File: src/rtl/a2d_arbiter.sv
//------------------------------------------------------------------------------
// a2d_arbiter
//  Shares one SPI A2D converter among NREQ requesters. Requests are granted
//  round-robin; the winner's 3-bit channel is registered onto chnnl, a single
//  strt_cnv pulse launches the conversion, and the 12-bit result is handed
//  back on res_out together with a one-cycle done pulse to the owner.
//
//  Optional feature macro: A2D_ARB_TIMEOUT_EN
//   defined   : WAIT is bounded by TO_CYCLES clocks; on expiry res_out is
//               forced to zero, the sticky timeout flag is set and the owner
//               still receives its done pulse.
//   undefined : WAIT holds until cnv_cmplt; no timeout port, no counter.
//
//  Parameters
//   NREQ       number of requesters (2..8)
//   TO_CYCLES  WAIT timeout in clk cycles (timeout build only, 1..8192)
//
//  Ports
//   clk        system clock, all logic on posedge
//   rst_n      asynchronous active-low reset
//   req        level request per requester, held until its done pulse
//   req_chnnl  packed channels, requester i at [3*i+2:3*i]
//   gnt        one-hot owner, high from IDLE exit until DONE exit
//   done       one-cycle pulse to the owner, res_out valid in that cycle
//   res_out    registered result of the last conversion
//   busy       high whenever the arbiter is not idle
//   strt_cnv   one-cycle conversion start to the A2D
//   chnnl      registered channel to the A2D, stable from START to DONE
//   cnv_cmplt  conversion-complete pulse from the A2D
//   res        conversion result from the A2D, valid with cnv_cmplt
//   timeout    sticky timeout flag (A2D_ARB_TIMEOUT_EN only)
//------------------------------------------------------------------------------
module a2d_arbiter #(
   parameter int NREQ      = 4,
   parameter int TO_CYCLES = 4096
) (
   input  logic                 clk,
   input  logic                 rst_n,
   input  logic [NREQ-1:0]      req,
   input  logic [3*NREQ-1:0]    req_chnnl,
   output logic [NREQ-1:0]      gnt,
   output logic [NREQ-1:0]      done,
   output logic [11:0]          res_out,
   output logic                 busy,
   output logic                 strt_cnv,
   output logic [2:0]           chnnl,
   input  logic                 cnv_cmplt,
   input  logic [11:0]          res
`ifdef A2D_ARB_TIMEOUT_EN
   ,
   output logic                 timeout
`endif
);

   localparam int PW = (NREQ > 1) ? $clog2(NREQ) : 1;
   localparam logic [NREQ-1:0] ONE_HOT_0 = NREQ'(1);

   // Reject configurations the pointer arithmetic and counter cannot cover.
   if ((NREQ < 2) || (NREQ > 8) || (TO_CYCLES < 1) || (TO_CYCLES > 8192)) begin : g_bad_cfg
      $error("a2d_arbiter: NREQ must be 2..8 and TO_CYCLES 1..8192");
   end

   typedef enum logic [1:0] {
      ST_IDLE  = 2'd0,
      ST_START = 2'd1,
      ST_WAIT  = 2'd2,
      ST_DONE  = 2'd3
   } state_t;

   state_t          state_r;
   logic [PW-1:0]   ptr_r;
   logic [PW-1:0]   owner_r;
   logic [PW-1:0]   win_s;
   logic [2:0]      win_chnnl_s;
   logic [PW-1:0]   nxt_ptr_s;

`ifdef A2D_ARB_TIMEOUT_EN
   localparam logic [12:0] TO_LAST = 13'(TO_CYCLES - 1);
   logic [12:0]     to_cnt_r;
`endif

   // First set request at or after the pointer, wrapping NREQ-1 -> 0.
   // Only meaningful when |r; otherwise returns the pointer unchanged.
   function automatic logic [PW-1:0] rr_pick(input logic [NREQ-1:0] r,
                                             input logic [PW-1:0]   p);
      logic [PW-1:0] pick;
      logic          found;
      logic [PW:0]   idx;
      pick  = p;
      found = 1'b0;
      for (int k = 0; k < NREQ; k++) begin
         idx = {1'b0, p} + (PW+1)'(k);
         if (idx >= (PW+1)'(NREQ)) begin
            idx = idx - (PW+1)'(NREQ);
         end else begin
            idx = idx;
         end
         if (!found && r[idx[PW-1:0]]) begin
            pick  = idx[PW-1:0];
            found = 1'b1;
         end else begin
            pick  = pick;
            found = found;
         end
      end
      return pick;
   endfunction

   // Round-robin winner, its channel and the post-DONE pointer value.
   always_comb begin
      win_s       = rr_pick(req, ptr_r);
      win_chnnl_s = req_chnnl[win_s*3 +: 3];
      if (owner_r == PW'(NREQ - 1)) begin
         nxt_ptr_s = '0;
      end else begin
         nxt_ptr_s = owner_r + PW'(1);
      end
   end

   // Arbiter FSM with all outputs registered.
   always_ff @(posedge clk or negedge rst_n) begin
      if (!rst_n) begin
         state_r  <= ST_IDLE;
         ptr_r    <= '0;
         owner_r  <= '0;
         gnt      <= '0;
         done     <= '0;
         res_out  <= 12'h000;
         busy     <= 1'b0;
         strt_cnv <= 1'b0;
         chnnl    <= 3'd0;
`ifdef A2D_ARB_TIMEOUT_EN
         to_cnt_r <= 13'd0;
         timeout  <= 1'b0;
`endif
      end else begin
         case (state_r)
            ST_IDLE: begin
               done <= '0;
               if (|req) begin
                  owner_r  <= win_s;
                  gnt      <= ONE_HOT_0 << win_s;
                  chnnl    <= win_chnnl_s;
                  busy     <= 1'b1;
                  strt_cnv <= 1'b1;
                  state_r  <= ST_START;
               end else begin
                  state_r  <= ST_IDLE;
               end
            end
            ST_START: begin
               strt_cnv <= 1'b0;
`ifdef A2D_ARB_TIMEOUT_EN
               to_cnt_r <= 13'd0;
`endif
               state_r  <= ST_WAIT;
            end
            ST_WAIT: begin
               if (cnv_cmplt) begin
                  res_out <= res;
                  done    <= ONE_HOT_0 << owner_r;
                  state_r <= ST_DONE;
`ifdef A2D_ARB_TIMEOUT_EN
               end else if (to_cnt_r == TO_LAST) begin
                  // Converter never answered: release the owner with a zero result.
                  res_out <= 12'h000;
                  timeout <= 1'b1;
                  done    <= ONE_HOT_0 << owner_r;
                  state_r <= ST_DONE;
               end else begin
                  to_cnt_r <= to_cnt_r + 13'd1;
                  state_r  <= ST_WAIT;
               end
`else
               end else begin
                  state_r <= ST_WAIT;
               end
`endif
            end
            ST_DONE: begin
               done    <= '0;
               gnt     <= '0;
               busy    <= 1'b0;
               ptr_r   <= nxt_ptr_s;
               state_r <= ST_IDLE;
            end
            default: begin
               state_r  <= ST_IDLE;
               gnt      <= '0;
               done     <= '0;
               busy     <= 1'b0;
               strt_cnv <= 1'b0;
            end
         endcase
      end
   end

endmodule

File: config.mk
export PLATFORM = sky130hd
export DESIGN_NAME = a2d_arbiter
export DESIGN_NICKNAME = d
export VERILOG_FILES = /design/src/rtl/a2d_arbiter.sv
export SDC_FILE = /design/constraint.sdc
export NUM_CORES = 1
export LEC_CHECK = 0
export ABC_AREA = 1
export CAP_MARGIN = 20
export CORE_UTILIZATION = 50
export CTS_BUF_LIST = sky130_fd_sc_hd__clkbuf_4 sky130_fd_sc_hd__clkbuf_8 sky130_fd_sc_hd__clkbuf_16
export DETAILED_ROUTE_END_ITERATION = 8
export HOLD_SLACK_MARGIN = 0.12
export MAX_ROUTING_LAYER = met4
export PLACE_DENSITY = 0.85
export REMOVE_ABC_BUFFERS = 1
export SYNTH_ARGS = -nofsm -noshare
export SYNTH_HDL_FRONTEND = slang
export SYNTH_SLANG_ARGS = --single-unit
File: constraint.sdc
create_clock -name clk -period 4.4 [get_ports clk]
set_input_delay 0.88 -clock clk [delete_from_list [all_inputs] [get_ports clk]]
set_output_delay 0.88 -clock clk [all_outputs]
set_load 0.01 [all_outputs]
==> results.json <==
{
  "min_from": "chnnl[2]$_DFFE_PN0P_",
  "crit_chain": "clkdlybuf4s50_1 -> nor4_1 -> nor2_1 -> inv_1 -> o21ai_0 -> o22ai_1",
  "swShare_pct": 46.77,
  "multiInputGateArea_um2": 884.6,
  "rows": 21,
  "overflow": 0,
  "cts_tree": "yes",
  "syn_area_per_cell_um2": 7.097,
  "antenna_found_initial": 0,
  "reg2reg_setup_slack_ns": 2.34,
  "vias": 1740,
  "drc": 0,
  "crit_slowest_cell": "nor4_1",
  "final.min_clock_period_ns": 2.588,
  "clockBufferDepth": 2,
  "grt_pass1_vias": 1411,
  "r2r-end": "done[0]$_DFFE_PN0P_",
  "start_util_pct": 52.97,
  "synth.distinct_cells": 18,
  "period_share_pct": 58.82,
  "cts_hold_buf": 0,
  "clock_skew_ns": 0.006915,
  "worst_ep_arrival_time_ns": 2.83,
  "max_slew_margin_pct": 61.42,
  "syn_area_um2": 1795,
  "worst_pin_slew_ns": 0.5726,
  "clkPwrFrac_pct": 9.8,
  "crit_family": "simple AND/OR/NAND/NOR gates",
  "die-area_um2": 3835,
  "core_um2": 3390,
  "numCtsBuffers": 5,
  "clock_sinks": 31,
  "final_common_cell": "nand2_1",
  "final_cell_mix": "121 x nand2_1, 55 x clkdlybuf4s50_1, 31 x dfrtp_1",
  "maxCapViolCount": 0,
  "die_h_um": 61.93,
  "rsz0062_at_grt": "false",
  "worst_setup_hold_path_clk_slew_ns": 0.09,
  "p_comb_share_pct": 61.0,
  "p_int_uw": 903.1,
  "min_to": "chnnl[2]$_DFFE_PN0P_",
  "ios": 56,
  "synth_warnings": 0,
  "ctsRootBufferMaster": "clkbuf_4",
  "seqPwrFrac_pct": 29.2,
  "io_buffer_count": 55,
  "routabilityCongestion": 0.8500,
  "p_leak_uw": 0.001267,
  "regArea_um2": 775.7,
  "ctsHtreeMaxLevel": 2,
  "worst-path-buf-inv": 2,
  "num-fill-cells": 273,
  "pwr_density_cell_nw_per_um2": 694.7,
  "setup_ws_ns": 1.812,
  "grt_pass1_wl_mm": 5.954,
  "p_switching_uw": 793.5,
  "nets": 352,
  "r2r_start": "state_r[0]$_DFF_PN0_",
  "holdWs_ns": 0.4898,
  "postCtsSetupBuffers": 0,
  "cp-end-kind": "flip-flop",
  "min_path_type": "flip-flop to flip-flop",
  "drtPass1Iterations": 4,
  "critPathLaunch": "req[0]",
  "grt.total_usage_pct": 22.08,
  "ant_nets": 0,
  "vdd_ir_drop_max_uv": 439.7,
  "finalHoldViolations": 0,
  "place_ws_ns": 1.545,
  "status": "completed",
  "clk-insertion-delay-late_ns": 0.33,
  "wirelength_mm": 3.948,
  "drive_above_1_share_pct": 7.987,
  "ys_ff_latch": 31,
  "crit_fanout": 8,
  "r2r_cells": 6,
  "ys_seq_area_share_pct": 43.21,
  "hpwl_mm": 3.035,
  "synthCells": 253,
  "die_w_um": 61.93,
  "maxSlewViolCount": 0,
  "cp.required_ns": 4.65,
  "start_kind": "input pin",
  "power_uw": 1697,
  "wire_per_inst_um": 11.00,
  "syn_to_final_growth_pct": 36.03,
  "whs_path_depth": 2,
  "via_per_inst": 4.847,
  "setup_viol": 0,
  "grt_max_degree": 32,
  "clock.fmax_mhz": 386.4,
  "fin_setup_tns_ns": 0,
  "drt_iter0_drc": 96,
  "n_antenna_cell": 0,
  "cts_resized": 0,
  "path_class": "input pin to flip-flop",
  "utilization_pct": 72.06,
  "slowest_delay_ns": 0.55
}
flip-flops by register name, indices dropped and copies added, names as in the netlist:
| signal | count |
|---|---|
| res_out | 12 |
| done | 4 |
| gnt | 4 |
| chnnl | 3 |
| owner_r | 2 |
| ptr_r | 2 |
| state_r | 2 |
| busy | 1 |
| strt_cnv | 1 |
metrics by stage:
step	cell area (µm²)	cells
after global placement	2385	351
final	2442	359
after detailed placement	2385	351
after CTS	2442	359
after floorplan	1769	249
after global routing	2442	359
power groups by stage:
| stage | Clock, µW | Combinational (µW) | Sequential [µW] |
|---|---|---|---|
| after detailed placement | 0 | 1040 | 501 |
| after floorplan | 0 | 621 | 532 |
| final | 166 | 1040 | 495 |
| after CTS | 169 | 1040 | 495 |
| after global routing | 180 | 1170 | 511 |
| after global placement | 0 | 1010 | 496 |
synthesized netlist by cell type, drive strengths merged:
master,n,area [µm²]
clkinv,1,3.750
nand3,28,140.1
ha,9,112.6
inv,28,105.1
buf,3,22.52
a21oi,1,5.000
nor2,3,18.77
clkbuf,1,3.750
nor4,1,6.260
o22ai,4,25.02
nand2,131,516.8
o21ai,12,60.06
dfrtp,31,775.7
layer usage:
metal  global-route usage [%]  wire (µm)
met1                    27.93       1881
met2                    34.87       1914
met3                    6.211        111
met4                    6.032         40
met5                        -          0
worst min-delay path: stages, from the launching register on:
cell and delay, ns:
dfrtp_1 0.36, nand2_1 0.05, nand2_1 0.05
worst max path at each step:
stage | to | slack [ns] | cells past startpoint
finish | gnt[3]$_DFFE_PN0P_ | 1.81 | 6
global route | busy$_DFFE_PN0P_ | 1.66 | 6
CTS | gnt[3]$_DFFE_PN0P_ | 1.88 | 6
detailed placement | gnt[2]$_DFFE_PN0P_ | 1.55 | 6
global placement | gnt[0]$_DFFE_PN0P_ | 1.66 | 6
floorplan | gnt[0]$_DFFE_PN0P_ | 2.40 | 5
logic make-up after synthesis:
kind of cell	Yosys count	share of synthesized area [%]
simple gates	163	37.98
buf+inv	33	7.526
flops	31	43.21
compound gates	17	5.017
fa+ha+maj	9	6.272
cell type report:
class	instances	share of cell area, %
clock buffer	7	2.152
clock inverter	1	0.2049
inverter	29	4.457
multi-input combinational	189	36.22
sequential	31	31.76
tap	46	2.357
timing repair buffer	56	22.85
Power figures use the tool's default switching activity.
